File: src/rtl/spi_pkg.sv
// Shared SPI types: master FSM state encoding, clock-divider floor and adapter packet field positions.
// Pure declarations; no latency or backpressure of its own.
package spi_pkg;

  typedef enum logic [2:0] {
    IDLE      = 3'd0,
    START     = 3'd1,
    SCLK_HIGH = 3'd2,
    SCLK_LOW  = 3'd3,
    DONE      = 3'd4
  } spi_master_state_e;

  // Smallest sclk half-period the far-side minion's sclk synchronizer can follow.
  localparam int SPI_MIN_CLK_DIV = 3;

  // Adapter packets carry two flag bits at the top of an nbits-wide word.
  function automatic int mosi_val_wrt_pos(input int nbits);
    return nbits - 1;
  endfunction

  function automatic int mosi_val_rd_pos(input int nbits);
    return nbits - 2;
  endfunction

  function automatic int miso_val_pos(input int nbits);
    return nbits - 1;
  endfunction

  function automatic int miso_spc_pos(input int nbits);
    return nbits - 2;
  endfunction

endpackage

File: src/rtl/spi_shift_reg.sv
// Parallel-load shift register: serial in at bit 0, serial out at the MSB.
// Load or shift takes effect on the next clk edge; load wins over shift.
module spi_shift_reg #(
  parameter int NBITS = 8
) (
  input  logic             clk,
  input  logic             reset,
  input  logic             load,
  input  logic [NBITS-1:0] load_dat,
  input  logic             shift,
  input  logic             sin,
  output logic [NBITS-1:0] q
);

  always_ff @(posedge clk) begin
    if (reset) begin
      q <= '0;
    end else if (load) begin
      q <= load_dat;
    end else if (shift) begin
      q <= {q[NBITS-2:0], sin};
    end
  end

endmodule

File: src/rtl/spi_master_adapter.sv
// SPI mode-0 master: one val/rdy request word becomes one MSB-first transfer, and the received word goes out on send.
// Response comes CLK_DIV*(1+2N)+1 cycles after the request fire; no new request is taken until the response fires.
module spi_master_adapter
  import spi_pkg::*;
#(
  parameter int NBITS   = 8,
  parameter int NCS     = 1,
  parameter int CLK_DIV = 4
) (
  input  logic                                   clk,
  input  logic                                   reset,
  output logic [NCS-1:0]                         cs,
  output logic                                   sclk,
  output logic                                   mosi,
  input  logic                                   miso,
  input  logic                                   recv_val,
  output logic                                   recv_rdy,
  input  logic [NBITS-1:0]                       recv_msg,
  output logic                                   send_val,
  input  logic                                   send_rdy,
  output logic [NBITS-1:0]                       send_msg,
  input  logic                                   pkt_size_val,
  output logic                                   pkt_size_rdy,
  input  logic [$clog2(NBITS):0]                 pkt_size_msg,
  input  logic                                   cs_addr_val,
  output logic                                   cs_addr_rdy,
  input  logic [((NCS > 1) ? $clog2(NCS) : 1)-1:0] cs_addr_msg
);

  localparam int PW = $clog2(NBITS) + 1;
  localparam int CW = (NCS > 1) ? $clog2(NCS) : 1;
  localparam int DW = (CLK_DIV > 1) ? $clog2(CLK_DIV) : 1;

  localparam logic [2:0] S_IDLE      = IDLE;
  localparam logic [2:0] S_START     = START;
  localparam logic [2:0] S_SCLK_HIGH = SCLK_HIGH;
  localparam logic [2:0] S_SCLK_LOW  = SCLK_LOW;
  localparam logic [2:0] S_DONE      = DONE;

  // A zero or oversized packet length means a full NBITS transfer.
  function automatic logic [PW-1:0] eff_size(input logic [PW-1:0] v);
    if (v == '0 || int'(v) > NBITS) return PW'(NBITS);
    return v;
  endfunction

  logic [2:0]       state;
  logic [DW-1:0]    div_cnt;
  logic [PW-1:0]    bit_cnt;
  logic [PW-1:0]    pkt_size_q;
  logic [CW-1:0]    cs_addr_q;
  logic [PW-1:0]    n_now;
  logic [NBITS-1:0] load_dat;
  logic [NBITS-1:0] shreg_q;
  logic [NBITS-1:0] all_ones;
  logic [NBITS-1:0] rx_mask;
  logic             idle;
  logic             active;
  logic             div_last;
  logic             recv_fire;
  logic             send_fire;
  logic             pkt_size_fire;
  logic             cs_addr_fire;
  logic             cs_addr_ok;
  logic             shift_en;

  assign idle          = (state == S_IDLE);
  assign active        = (state == S_START) || (state == S_SCLK_HIGH) || (state == S_SCLK_LOW);
  assign div_last      = (div_cnt == DW'(CLK_DIV - 1));
  assign recv_fire     = recv_val && recv_rdy;
  assign send_fire     = send_val && send_rdy;
  assign pkt_size_fire = pkt_size_val && pkt_size_rdy;
  assign cs_addr_fire  = cs_addr_val && cs_addr_rdy;
  assign cs_addr_ok    = ({1'b0, cs_addr_msg} < (CW + 1)'(NCS));

  // Same-cycle config applies to the transfer being launched, so the length comes from the input.
  assign n_now    = pkt_size_fire ? eff_size(pkt_size_msg) : pkt_size_q;
  assign load_dat = recv_msg << (NBITS - int'(n_now));
  assign shift_en = (state == S_SCLK_HIGH) && div_last;

  spi_shift_reg #(.NBITS(NBITS)) u_shreg (
    .clk      (clk),
    .reset    (reset),
    .load     (recv_fire),
    .load_dat (load_dat),
    .shift    (shift_en),
    .sin      (miso),
    .q        (shreg_q)
  );

  always_ff @(posedge clk) begin
    if (reset) begin
      state      <= S_IDLE;
      div_cnt    <= '0;
      bit_cnt    <= '0;
      pkt_size_q <= PW'(NBITS);
      cs_addr_q  <= '0;
    end else begin
      case (state)
        S_IDLE: begin
          if (pkt_size_fire) pkt_size_q <= eff_size(pkt_size_msg);
          if (cs_addr_fire && cs_addr_ok) cs_addr_q <= cs_addr_msg;
          if (recv_fire) begin
            bit_cnt <= '0;
            div_cnt <= '0;
            state   <= S_START;
          end
        end
        S_START, S_SCLK_HIGH: begin
          if (div_last) begin
            div_cnt <= '0;
            state   <= (state == S_START) ? S_SCLK_HIGH : S_SCLK_LOW;
          end else begin
            div_cnt <= div_cnt + DW'(1);
          end
        end
        S_SCLK_LOW: begin
          if (div_last) begin
            div_cnt <= '0;
            bit_cnt <= bit_cnt + PW'(1);
            state   <= (bit_cnt + PW'(1) == pkt_size_q) ? S_DONE : S_SCLK_HIGH;
          end else begin
            div_cnt <= div_cnt + DW'(1);
          end
        end
        S_DONE: begin
          if (send_fire) state <= S_IDLE;
        end
        default: state <= S_IDLE;
      endcase
    end
  end

  always_comb begin
    cs = '1;
    if (active) cs[cs_addr_q] = 1'b0;
  end

  assign all_ones     = '1;
  assign rx_mask      = ~(all_ones << pkt_size_q);
  assign sclk         = (state == S_SCLK_HIGH);
  assign mosi         = active && shreg_q[NBITS-1];
  assign recv_rdy     = idle && !reset;
  assign pkt_size_rdy = idle && !reset;
  assign cs_addr_rdy  = idle && !reset;
  assign send_val     = (state == S_DONE);
  assign send_msg     = shreg_q & rx_mask;

endmodule

File: config.mk
export PLATFORM = sky130hd
export DESIGN_NAME = spi_master_adapter
export DESIGN_NICKNAME = d
export VERILOG_FILES = /design/src/rtl/spi_pkg.sv /design/src/rtl/spi_shift_reg.sv /design/src/rtl/spi_master_adapter.sv
export SDC_FILE = /design/constraint.sdc
export NUM_CORES = 1
export LEC_CHECK = 0
export CORE_MARGIN = 3
export CORE_UTILIZATION = 50
export DETAILED_ROUTE_END_ITERATION = 10
export PLACE_DENSITY = 0.79
export SYNTH_ARGS = -nofsm -noshare
export SYNTH_HDL_FRONTEND = slang
export SYNTH_SLANG_ARGS = --single-unit
File: constraint.sdc
create_clock -name clk -period 3.8 [get_ports clk]
set_input_delay 0.57 -clock clk [delete_from_list [all_inputs] [get_ports clk]]
set_output_delay 0.57 -clock clk [all_outputs]
set_load 0.005 [all_outputs]
; ---- After elaboration in Yosys (flattened, before gate mapping)
; Index checks and enable logic that the tools add are counted.
[totals]
reg_bits = 22
latchBits = 0
ramBits = 0
mem_bits_ro = 0
in_bits = 20
output_inout_bits = 15
word_cells = 78
memories = 0
[op_classes]
addsub = 3
n_mul = 0
n_div = 0
order_cmp = 4
n_eq_ne = 10
shifts = 2
muxes = 25
bitwise = 3
reduce_logical = 25
[ops]
columns = cell, count
row1 = $shl A8 B32 Y8, 1
row2 = $mux W4, 6
row3 = $mux W8, 2
row4 = $mux W3, 5
row5 = $pmux W3 S4, 1
row6 = $logic_and A1 B1 Y1, 9
row7 = $and A8 B8 Y8, 1
row8 = $not A8 Y8, 1
row9 = $pmux W4 S2, 1
row10 = $shl A8 B4 Y8 const A, 1
row11 = $mux W1, 7
row12 = $eq A3 B2 Y1 const B, 2
row13 = $reduce_and A2 Y1, 3
row14 = $reduce_bool A2 Y1, 3
row15 = $sub A4 B4 Y5 const A, 1
row16 = $add A4 B1 Y4 const B, 1
row17 = $eq A4 B4 Y1, 1
row18 = $gt A4 B4 Y1 const B, 1
row19 = $logic_not A4 Y1, 1
row20 = $mux W2, 2
row21 = $ne A2 B1 Y1 const B, 2
row22 = $ne A2 B2 Y1 const B, 2
row23 = $pmux W2 S2, 1
row24 = $reduce_and A4 Y1, 1
row25 = 13 further kinds, 16

; ---- Depth between registers and ports, before layout
; Gate-level depths: netlist of run 1.
[logic_depth]
word_depth = 8
ltp_mapped = 13
mapped_depth_nobuf = 11

; ---- Hierarchy
; Synthesis of run 1 repeated with hierarchy kept, for this count alone.
[unflattened]
cells_unflattened = 197
area_unflattened_um2 = 1652.8
[by_module_without_submodules]
columns = mod, n_inst, cells_each, area_per_inst_um2, seq_area_each_um2
row1 = spi_master_adapter, 1, 162, 1283.7, 280.3
row2 = spi_shift_reg, 1, 35, 369.1, 160.2

; ---- Least setup slack after synthesis of run 1
; No wires, ideal clock.
[synth_timing]
kind = in2reg
startpoint = in reset
endpoint = reg u_shreg.q[7]
setup_time_ns = 0.134
arrival_ns = 3.021
required_ns = 3.666
path_slack_ns = 0.645
stages = 11
n_path_buf = 2
cell_sequence = or4_4 > clkinv_4 > nand2_4 > a21oi_2 > buf_6 > ha_1 > clkbuf_1 > inv_1 > mux4_2 > a221oi_1 > a211oi_1
[synth_between]
elab_chain_cells = 7
elab_cells_between_ends = 9
classes_between = 1 x add/sub / 1 x shift / 2 x mux / 5 x reduce/logical
[synth_rtl]
columns = item, line
row1 = "start, declared", spi_master_adapter.sv:11  ; input logic reset,
row2 = $logic_not A1 Y1 *, -
row3 = $logic_and A1 B1 Y1 *, -
row4 = net cs_addr_rdy, spi_master_adapter.sv:26  ; output logic cs_addr_rdy,
row5 = $logic_and A1 B1 Y1, spi_master_adapter.sv:71  ; assign pkt_size_fire = pkt_size_val && pkt_size_rdy;
row6 = $mux W4, spi_master_adapter.sv:76  ; assign n_now = pkt_size_fire ? eff_size(pkt_size_msg) : pkt_size_q;
row7 = $sub A4 B4 Y5, spi_master_adapter.sv:77  ; assign load_dat = recv_msg << (NBITS - int'(n_now));
row8 = $shl A8 B32 Y8, spi_master_adapter.sv:77
row9 = $mux W8, spi_shift_reg.sv:18  ; end else if (load) begin
row10 = "end signal, assigned", spi_shift_reg.sv:19  ; q <= load_dat;
row11 = "end signal, assigned", spi_shift_reg.sv:21  ; q <= {q[NBITS-2:0], sin};
row12 = "end, declared", spi_shift_reg.sv:12  ; output logic [NBITS-1:0] q
; Mark *: on every way through the listed nets, which the timed path passes. The rest lies on a longest branch.
; A chain may end at the register's enable or synchronous reset.

; ---- Worst setup path in the final report of run 1
[layout_timing]
startpoint = in reset
endpoint = reg u_shreg.q[7]
[layout_between]
elab_chain_cells = 7
elab_cells_between_ends = 9
classes_between = 1 x add/sub / 1 x shift / 2 x mux / 5 x reduce/logical
[layout_rtl]
columns = item, line
row1 = $logic_not A1 Y1, "spi_master_adapter.sv:142, spi_master_adapter.sv:143"
row2 = $logic_and A1 B1 Y1, "spi_master_adapter.sv:142, spi_master_adapter.sv:143"
row3 = $logic_and A1 B1 Y1, spi_master_adapter.sv:71
row4 = $mux W4, spi_master_adapter.sv:76
row5 = $sub A4 B4 Y5, spi_master_adapter.sv:77
row6 = $shl A8 B32 Y8, spi_master_adapter.sv:77
row7 = $mux W8, spi_shift_reg.sv:18
; Several ways; a longest one is shown, not always the timed one.

==> flow_metrics.env, run 1 <==
export IMPL_grt_pass1_vias=1499
export IMPL_rr_worst_depth=10
export IMPL_grt_pass1_wl_um=6803
export IMPL_yosysTopAreaCell="dfxtp_1"
export IMPL_antenna_cells=0
export IMPL_relSlewSlack_pct=60.69
export IMPL_path_cells="clkdlybuf4s50_1 > or4_4 > clkinv_4 > nand2_4 > nor3b_1 > a21oi_1 > ha_1 > inv_1 > mux4_2 > a221oi_1 > a211oi_1"
export IMPL_synth_main_ff_cell="dfxtp_1"
export IMPL_vias=1557
export IMPL_crit_family="simple AND/OR/NAND/NOR gates"
export IMPL_powerDensity_nw_per_um2=270.8
export IMPL_crit_buf_inv=3
export IMPL_fillers=245
export IMPL_cts_tree="done"
export IMPL_wirelength_um=4048
export IMPL_hold_viol=0
export IMPL_die_h_um=62.27
export IMPL_clock_power_share_pct=25.1
export IMPL_cts_resized=0
export IMPL_grt_overflow=0
export IMPL_fin_skew_ns=0.006470
export IMPL_start_kind="input pin"
export IMPL_clockRootBuffer="clkbuf_4"
export IMPL_hpwl_um=3162
export IMPL_status="completed"
export IMPL_critical_path_arrival_ns=3.42
export IMPL_numCtsBuffers=3
export IMPL_setup_violations=0
export IMPL_critPathKind="input pin to register"
export IMPL_ys_seq_area_share_pct=27.83
export IMPL_required_ns=4.01
export IMPL_die_x_um=62.27
export IMPL_synth_top_area_share_pct=27.83
export IMPL_hp_class="register to register"
export IMPL_fin_crit_ns=3.204
export IMPL_clock_latency_ns=0.32
export IMPL_fmax_mhz=312.1
export IMPL_reg2reg_to="u_shreg.q[7]"
export IMPL_drc=0
export IMPL_area_delta_synth_final_pct=23.56
export IMPL_grt_use_total_pct=21.11
export IMPL_ys_top_cells_by_count="dfxtp_1, nor2_1, a21oi_1"
export IMPL_core_sq_um=2877
export IMPL_cpPeakStageDelay_ns=0.55
export IMPL_tightest_slew_ns=0.5888
export IMPL_wl_per_cell_um=15.63
export IMPL_slew_viol_final=0
export IMPL_p_comb_share_pct=27.1
export IMPL_timing_final_ws_setup_ns=0.5956
export IMPL_holdPathEnd="cs_addr_q"
export IMPL_synth_avg_cell_area_sq_um=8.287
export IMPL_synth_cell_types=52
export IMPL_drt_iter0_markers=101
export IMPL_postPlaceCellArea_sq_um=1919
export IMPL_start_util_pct=55.02
export IMPL_critPathSlowestCell="mux4_2"
export IMPL_internal_power_w=0.0003760
export IMPL_dieArea_sq_um=3877
export IMPL_fp_row_count=19
export IMPL_syn_instance_count=191
export IMPL_peakVddDrop_v=0.0002137
export IMPL_synth_nets=214
export IMPL_drive_gt1_share_pct=9.677
export IMPL_viasPerCell=6.012
export IMPL_hold_buffers=0
export IMPL_antenna_found_initial=0
export IMPL_cts_sinks=22
export IMPL_pre_cts_slack_ns=0.2549
export IMPL_grt_max_degree=23
export IMPL_tns_ns=0
export IMPL_antenna_left=0
export IMPL_final_nets=241
export IMPL_fin_area_sq_um=1956
export IMPL_syn_area_sq_um=1583
export IMPL_timing_hold_ws_ns=0.4660
export IMPL_p_switching_w=0.0001536
export IMPL_post_cts_setup_buffers=0
export IMPL_ios=35
export IMPL_ys_warn_count=0
export IMPL_period_share_pct=84.33
export IMPL_end_kind="register"
export IMPL_ys_ff_latch=22
export IMPL_timing_rr_start="state[2]"
export IMPL_cts_htree_levels=1
export IMPL_hp_start="cs_addr_q"
export IMPL_rsz0062_at_grt="false"
export IMPL_numPortBuffers=34
export IMPL_seqPwrFrac_pct=47.8
export IMPL_clockBufferDepth=2
export IMPL_gp_congestion=0.8658
export IMPL_maxCapViolations=0
export IMPL_p_leak_nw=0.7578
export IMPL_whs_path_depth=2
export IMPL_async_flop_share_pct=0
export IMPL_first_pass_iters=4
export IMPL_synth_top_cells_by_area="dfxtp_1, mux4_2, nor2_1"
export IMPL_synth_edf_count=0
export IMPL_cts_clk_slew_worst_paths_ns=0.13
export IMPL_switching_share_pct=29.00
export IMPL_worstPathMaxFanout=8
export IMPL_rrSetupSlack_ns=0.76
==> worst min-delay path, stage by stage, from the launching register on <==
cell	delay (ns)
dfxtp_1	0.32
inv_1	0.07
a311oi_1	0.04
==> routing by layer <==
metal	GRT usage [%]	share of wire (%)	vias up
met3	4.324	5.1	8
met4	5.510	1.6	0
li1	-	-	759
met2	39.38	52	53
met5	0	0	-
met1	24.33	41	737
==> registers in the layout (all words and copies together), names as in the netlist <==
register	count
pkt_size_q	4
bit_cnt	4
cs_addr_q	1
state	3
u_shreg.q	8
div_cnt	2
==> through the flow <==
stage	power, W	instances	utilization [%]
floorplan	0.0003419	191	-
global route	0.0005558	259	67.99
CTS	0.0005312	259	67.99
global placement	0.0003961	255	66.72
finish	0.0005295	259	67.99
detailed placement	0.0004006	255	66.72
==> power groups by stage <==
stage / registers [W] / clock network (W) / logic [W]
after detailed placement: 0.000258 / 0 / 0.000143
final: 0.000253 / 0.000133 / 0.000144
after global placement: 0.000258 / 0 / 0.000139
after floorplan: 0.000251 / 0 / 0.0000912
after CTS: 0.000253 / 0.000135 / 0.000143
after global routing: 0.000254 / 0.000145 / 0.000156
==> how the worst max path moves through the flow <==
| stage | startpoint | end | slack (ns) | depth (start not counted) |
|---|---|---|---|---|
| after floorplan | reset | u_shreg.q[7] | 0.65 | 11 |
| after global placement | reset | u_shreg.q[7] | 0.34 | 11 |
| after detailed placement | reset | u_shreg.q[7] | 0.25 | 11 |
| after CTS | reset | u_shreg.q[7] | 0.59 | 11 |
| after global routing | reset | u_shreg.q[7] | 0.44 | 11 |
| final | reset | u_shreg.q[7] | 0.60 | 11 |
==> cell families after synthesis <==
logic type	synth area share, %
flip-flops	27.83
buffers and inverters	7.431
adder cells (fa/ha/maj)	2.372
AO/OA/AOI/OAI	24.67
multiplexers	8.933
XOR/XNOR	3.874
AND/OR/NAND/NOR	24.90
==> layout by cell type (no fill, tap or decap), types with 2 or more instances in the layout <==
cell type         n
clkbuf_4          3
and2_1            5
a211oi_1          8
mux2i_1           4
nor4_1            5
o21a_1            4
inv_1             8
ha_1              3
nor2b_1           4
a22oi_1           3
a311oi_1          2
dfxtp_1          22
mux4_2            4
nand3_1           5
nor3_1            7
nor2_1           22
a21oi_1          13
a221oi_1          4
buf_4             3
nand4_1           2
and3_1            2
xor2_1            4
nand2_1          12
xnor2_1           3
clkdlybuf4s50_1  34
o21ai_0           4
==> final cells by class <==
type | count | area, sq um | area share, %
multi-input cells | 145 | 1025 | 52.40
flip-flops and latches | 22 | 440.4 | 22.52
repair buffers | 37 | 362.8 | 18.55
well taps | 42 | 52.55 | 2.687
inverters | 9 | 38.79 | 1.983
clock buffers | 4 | 36.28 | 1.855
(Power assumes the default switching activity.)
==> inputs of run 2 (changes only) <==
--- a/config.mk
+++ b/config.mk
@@ -6,9 +6,9 @@
 export NUM_CORES = 1
 export LEC_CHECK = 0
 export CORE_MARGIN = 3
-export CORE_UTILIZATION = 50
+export CORE_UTILIZATION = 45
 export DETAILED_ROUTE_END_ITERATION = 10
-export PLACE_DENSITY = 0.79
+export PLACE_DENSITY = 0.75
 export SYNTH_ARGS = -nofsm -noshare
 export SYNTH_HDL_FRONTEND = slang
 export SYNTH_SLANG_ARGS = --single-unit
==> constraint.sdc (replaced) <==
create_clock -name clk -period 2.6 [get_ports clk]
set_input_delay 0.39 -clock clk [delete_from_list [all_inputs] [get_ports clk]]
set_output_delay 0.39 -clock clk [all_outputs]
set_load 0.005 [all_outputs]
==> flow_metrics.env, run 2 (same netlist as run 1, synthesis figures left out) <==
export IMPL_status="completed"
export IMPL_hold_viol=0
export IMPL_mostFrequentLayoutCells="clkdlybuf4s50_1, buf_4, nor2_1"
export IMPL_numCtsBuffers=3
export IMPL_hp_class="register to register"
export IMPL_internal_power_w=0.0006518
export IMPL_hp_start="cs_addr_q"
export IMPL_grt_met2_usage_pct=41.34
export IMPL_antenna_found_initial=0
export IMPL_use_met3_pct=2.735
export IMPL_globalRouteMet1Util_pct=26.96
export IMPL_timing_final_ws_setup_ns=0.01550
export IMPL_rsz0062_at_grt="true"
export IMPL_crit_buf_inv=2
export IMPL_numPortBuffers=34
export IMPL_p_switching_w=0.0002517
export IMPL_first_pass_iters=4
export IMPL_die_h_um=65.31
export IMPL_fin_skew_ns=0.004785
export IMPL_p_comb_share_pct=29.1
export IMPL_postPlaceCellArea_sq_um=2118
export IMPL_fp_row_count=20
export IMPL_fin_area_sq_um=2247
export IMPL_cts_sinks=22
export IMPL_grt_use_total_pct=22.66
export IMPL_start_kind="register"
export IMPL_hold_buffers=0
export IMPL_critPathKind="register to register"
export IMPL_crit_family="simple AND/OR/NAND/NOR gates"
export IMPL_grt_max_degree=23
export IMPL_seqPwrFrac_pct=40.9
export IMPL_pre_cts_slack_ns=-0.5084
export IMPL_die_x_um=65.31
export IMPL_grt_overflow=0
export IMPL_cts_htree_levels=1
export IMPL_p_leak_nw=0.8890
export IMPL_clockBufferDepth=2
export IMPL_fin_util_pct=70.16
export IMPL_fmax_mhz=386.9
export IMPL_switching_share_pct=27.86
export IMPL_period_share_pct=99.40
export IMPL_critPathSlowestCell="or4_4"
export IMPL_grt_pass1_wl_um=7576
export IMPL_timing_rr_start="state[1]"
export IMPL_required_ns=2.82
export IMPL_critical_path_arrival_ns=2.80
export IMPL_area_delta_synth_final_pct=41.98
export IMPL_wl_per_cell_um=16.61
export IMPL_regMostFlops="u_shreg.q"
export IMPL_cts_clk_slew_worst_paths_ns=0.14
export IMPL_largest_reg_flops=8
export IMPL_ios=35
export IMPL_gp_congestion=0.8812
export IMPL_clock_latency_ns=0.32
export IMPL_crit_top_cell="clkinv_4"
export IMPL_vias=1672
export IMPL_drive_gt1_share_pct=24.69
export IMPL_dieArea_sq_um=4265
export IMPL_tightest_slew_ns=0.6047
export IMPL_path_cells="or4_4 > clkinv_4 > nand2_4 > nor3b_2 > a21oi_2 > ha_4 > clkinv_4 > mux4_2 > a221oi_2 > a211oi_1"
export IMPL_clock_power_share_pct=30.0
export IMPL_hpwl_um=3492
export IMPL_grt_most_used_layer="met2"
export IMPL_rr_worst_depth=10
export IMPL_cts_tree="done"
export IMPL_whs_path_depth=2
export IMPL_fin_crit_ns=2.585
export IMPL_viasPerCell=5.908
export IMPL_drt_iter0_markers=127
export IMPL_peakVddDrop_v=0.0001982
export IMPL_drc=0
export IMPL_worst_path_stages=10
export IMPL_power_w=0.0009035
export IMPL_antenna_left=0
export IMPL_final_nets=263
export IMPL_maxCapViolations=0
export IMPL_start_util_pct=49.41
export IMPL_cp_startpoint="state[1]"
export IMPL_end_kind="register"
export IMPL_slew_viol_final=0
export IMPL_layout_commonest_cell="clkdlybuf4s50_1"
export IMPL_clockRootBuffer="clkbuf_4"
export IMPL_antenna_cells=0
export IMPL_grt_pass1_vias=1628
export IMPL_largest_registers="u_shreg.q x8, bit_cnt x4, pkt_size_q x4"
export IMPL_wirelength_um=4700
export IMPL_setup_violations=0
export IMPL_cpPeakStageDelay_ns=0.57
export IMPL_worstPathMaxFanout=3
export IMPL_relSlewSlack_pct=59.63
export IMPL_core_sq_um=3203
export IMPL_powerDensity_nw_per_um2=402.1
[run 2: changes by cell type in the layout (fill, tap and decap cells not counted), moves of 2 or more]
cell      before  now
a21oi_1       13   11
a221oi_1       4    1
a221oi_2       0    3
buf_4          3   23
buf_6          0    2
dfxtp_1       22   20
dfxtp_2        0    2
mux2i_1        4    2
mux2i_2        0    2
[run 2: metrics by stage]
stage | cells | TNS (ns) | hold slack [ns]
final | 283 | 0 | 0.4560
after global routing | 283 | -0.3329 | 0.4936
after CTS | 281 | -0.4468 | 0.4576
after detailed placement | 275 | -3.760 | 0.4379
after global placement | 275 | -3.339 | 0.4243
after floorplan | 191 | -0.3901 | 0.4154
[run 2: routing by layer]
layer / share of wire [%] / wire (um) / vias to the layer above
met4: 2.2 / 102 / 0
met2: 54 / 2540 / 47
met5: 0 / 0 / -
li1: - / - / 809
met3: 3.7 / 172 / 11
met1: 40 / 1885 / 805
[run 2: what timing repair did]
item	CTS	global route
gates resized for setup	5	9
pin swaps	10	9
setup endpoints to repair	8	8
setup buffers	2	2
[run 2: area by class of cell]
type	instances	area (sq um)
Multi-Input combinational cell	145	1119
Fill cell	279	955.9
Timing Repair Buffer	59	534.3
Sequential cell	22	442.9
Tap cell	44	55.05
Inverter	9	43.79
Clock inverter	1	30.03
Clock buffer	3	22.52
[run 2: final timing paths]
kind | to | slack, ns
setup / recovery | u_shreg.q[7] | 0.02
hold / removal | cs_addr_q | 0.46
setup reg to reg | u_shreg.q[7] | 0.02
hold reg to reg | cs_addr_q | 0.46
[run 2: worst min-delay path: cells and delay by family, from the launching register on]
| kind | cells | cell delay (ns) |
|---|---|---|
| AO/OA/AOI/OAI | 1 | 0.04 |
| buffers and inverters | 1 | 0.06 |
| flip-flops | 1 | 0.33 |
[run 2: power by group through the flow]
stage	Clock, W	Sequential (W)	Combinational (W)
finish	0.000271	0.000370	0.000263
global route	0.000285	0.000372	0.000285
CTS	0.000278	0.000368	0.000254
detailed placement	0	0.000376	0.000245
global placement	0	0.000376	0.000238
floorplan	0	0.000367	0.000146
==> variant: new RTL, config.mk and constraints of run 2 <==
`NBITS` is set to 8 in 2 places; all go to 16.
--- a/src/rtl/spi_shift_reg.sv
+++ b/src/rtl/spi_shift_reg.sv
@@ -3,3 +3,3 @@
 module spi_shift_reg #(
-  parameter int NBITS = 8
+  parameter int NBITS = 16
 ) (
--- a/src/rtl/spi_master_adapter.sv
+++ b/src/rtl/spi_master_adapter.sv
@@ -5,3 +5,3 @@
 #(
-  parameter int NBITS   = 8,
+  parameter int NBITS   = 16,
   parameter int NCS     = 1,
Interface: changed (resized pkt_size_msg, recv_msg and send_msg); port bits go from 35 to 52. No check against the original RTL was run, so the function may have changed too.
==> variant against run 2 <==
- power increased by 81%
- wire length increased by 92%
- sequential cell count increased by 10
- setup slack got worse by 0.40 ns
- the flow now finishes with violations (setup timing)
- critical endpoint is now u_shreg.q[13]
- design area increased by 89%
- highest routed layer unchanged
- non-clock buffer count increased by 66
- largest power group is now combinational cells
- global-route usage increased by 3.1 points
- die area increased by 68%
- synthesized area increased by 76%
==> variant: results (changes against run 2) <==
status: "finished with violations"
violations: "setup timing"
multi_input_cells: 311  # +110%
met3_length_um: 496  # +190%
synth-compound-area-share_pct: 32.3  # +7.6 points
synthTopCellsByArea: "dfxtp_1, a21oi_1, nor2_1"
post_cts_resized: 66  # +61
num-clock-buffers: 7  # +4
syn-num-nets: 417  # +95%
h-tree-depth: 2  # +1
place_congestion: 0.962  # +9.2%
clk_share_pct: 2.26  # -0.075 points
multiInputGateArea_um2: 2260  # +100%
num-fill-cells: 469  # +68%
grt_max_degree: 34  # +48%
synthMuxAreaShare_pct: 6.66  # -2.3 points
holdWs_ns: 0.452  # -0.00414 ns
numPortBuffers: 51  # +50%
r2r_end: "u_shreg.q[13]"
clkTransAtPathRegs_ns: 0.07  # -0.07 ns
wl_met2_um: 4400  # +73%
non_clock_buffer_count: 125  # +110%
p_leak_nw: 1.63  # +84%
drive_above_1_share_pct: 32.9  # +8.2 points
cts_made_buffers: 5  # +2
setup_viol: 16  # +16
cp.arrival_ns: 3.16  # +0.36 ns
synthTopCellsByCount: "a21oi_1, nor2_1, dfxtp_1, nor3_1, o21ai_0"
setup_ws_ns: -0.387  # -0.403 ns
ir_drop_uv: 262  # +32%
seq_share_pct: 15.1  # -4.6 points
==> variant: stage by stage <==
step | std cells | TNS (ns) | setup WS [ns] | utilization (%)
3_3_place_gp | 543 | -14.75 | -0.982 | 65.0
3_5_place_dp | 543 | -16.07 | -1.05 | 65.0
4_1_cts | 557 | -4.06 | -0.356 | 70.7
5_1_grt | 559 | -6.68 | -0.514 | 71.5
2_1_floorplan | 384 | -7.05 | -0.555 | -
6_report | 559 | -4.77 | -0.387 | 71.5
==> variant: how the worst max path moves through the flow <==
stage                     slack [ns]       startpoint  cells after the start             to
after global routing           -0.51         state[2]                     14  u_shreg.q[13]
after floorplan                -0.56  pkt_size_msg[3]                     15  u_shreg.q[15]
after global placement         -0.98  pkt_size_msg[3]                     14   u_shreg.q[7]
after CTS                      -0.36         state[2]                     14  u_shreg.q[13]
after detailed placement       -1.05  pkt_size_msg[3]                     17  u_shreg.q[13]
final                          -0.39         state[2]                     14  u_shreg.q[13]
==> variant: where the power goes <==
group	leakage [nW]	internal (mW)	switching (mW)
combinational	1.32	0.355	0.316
sequential	0.261	0.515	0.0238
clock	0.0503	0.236	0.188
total	1.63	1.11	0.527
==> variant: per-layer routing <==
metal / GRT usage, % / vias to the layer above
met5: 0 / -
met4: 7.91 / 0
met3: 3.63 / 22
met2: 45.1 / 134
met1: 32.5 / 1519
li1: - / 1611
==> variant: worst max-delay path: stages (launching register included) <==
cell and delay, ns:
dfxtp_2 0.32, or4_4 0.55, buf_12 0.16, buf_6 0.11, o21ai_4 0.15, nand2_4 0.07
inv_4 0.06, ha_4 0.17, buf_6 0.11, nor3b_4 0.21, xnor2_2 0.16, mux2i_4 0.11
a211oi_4 0.25, o21ai_1 0.13, a311oi_1 0.30
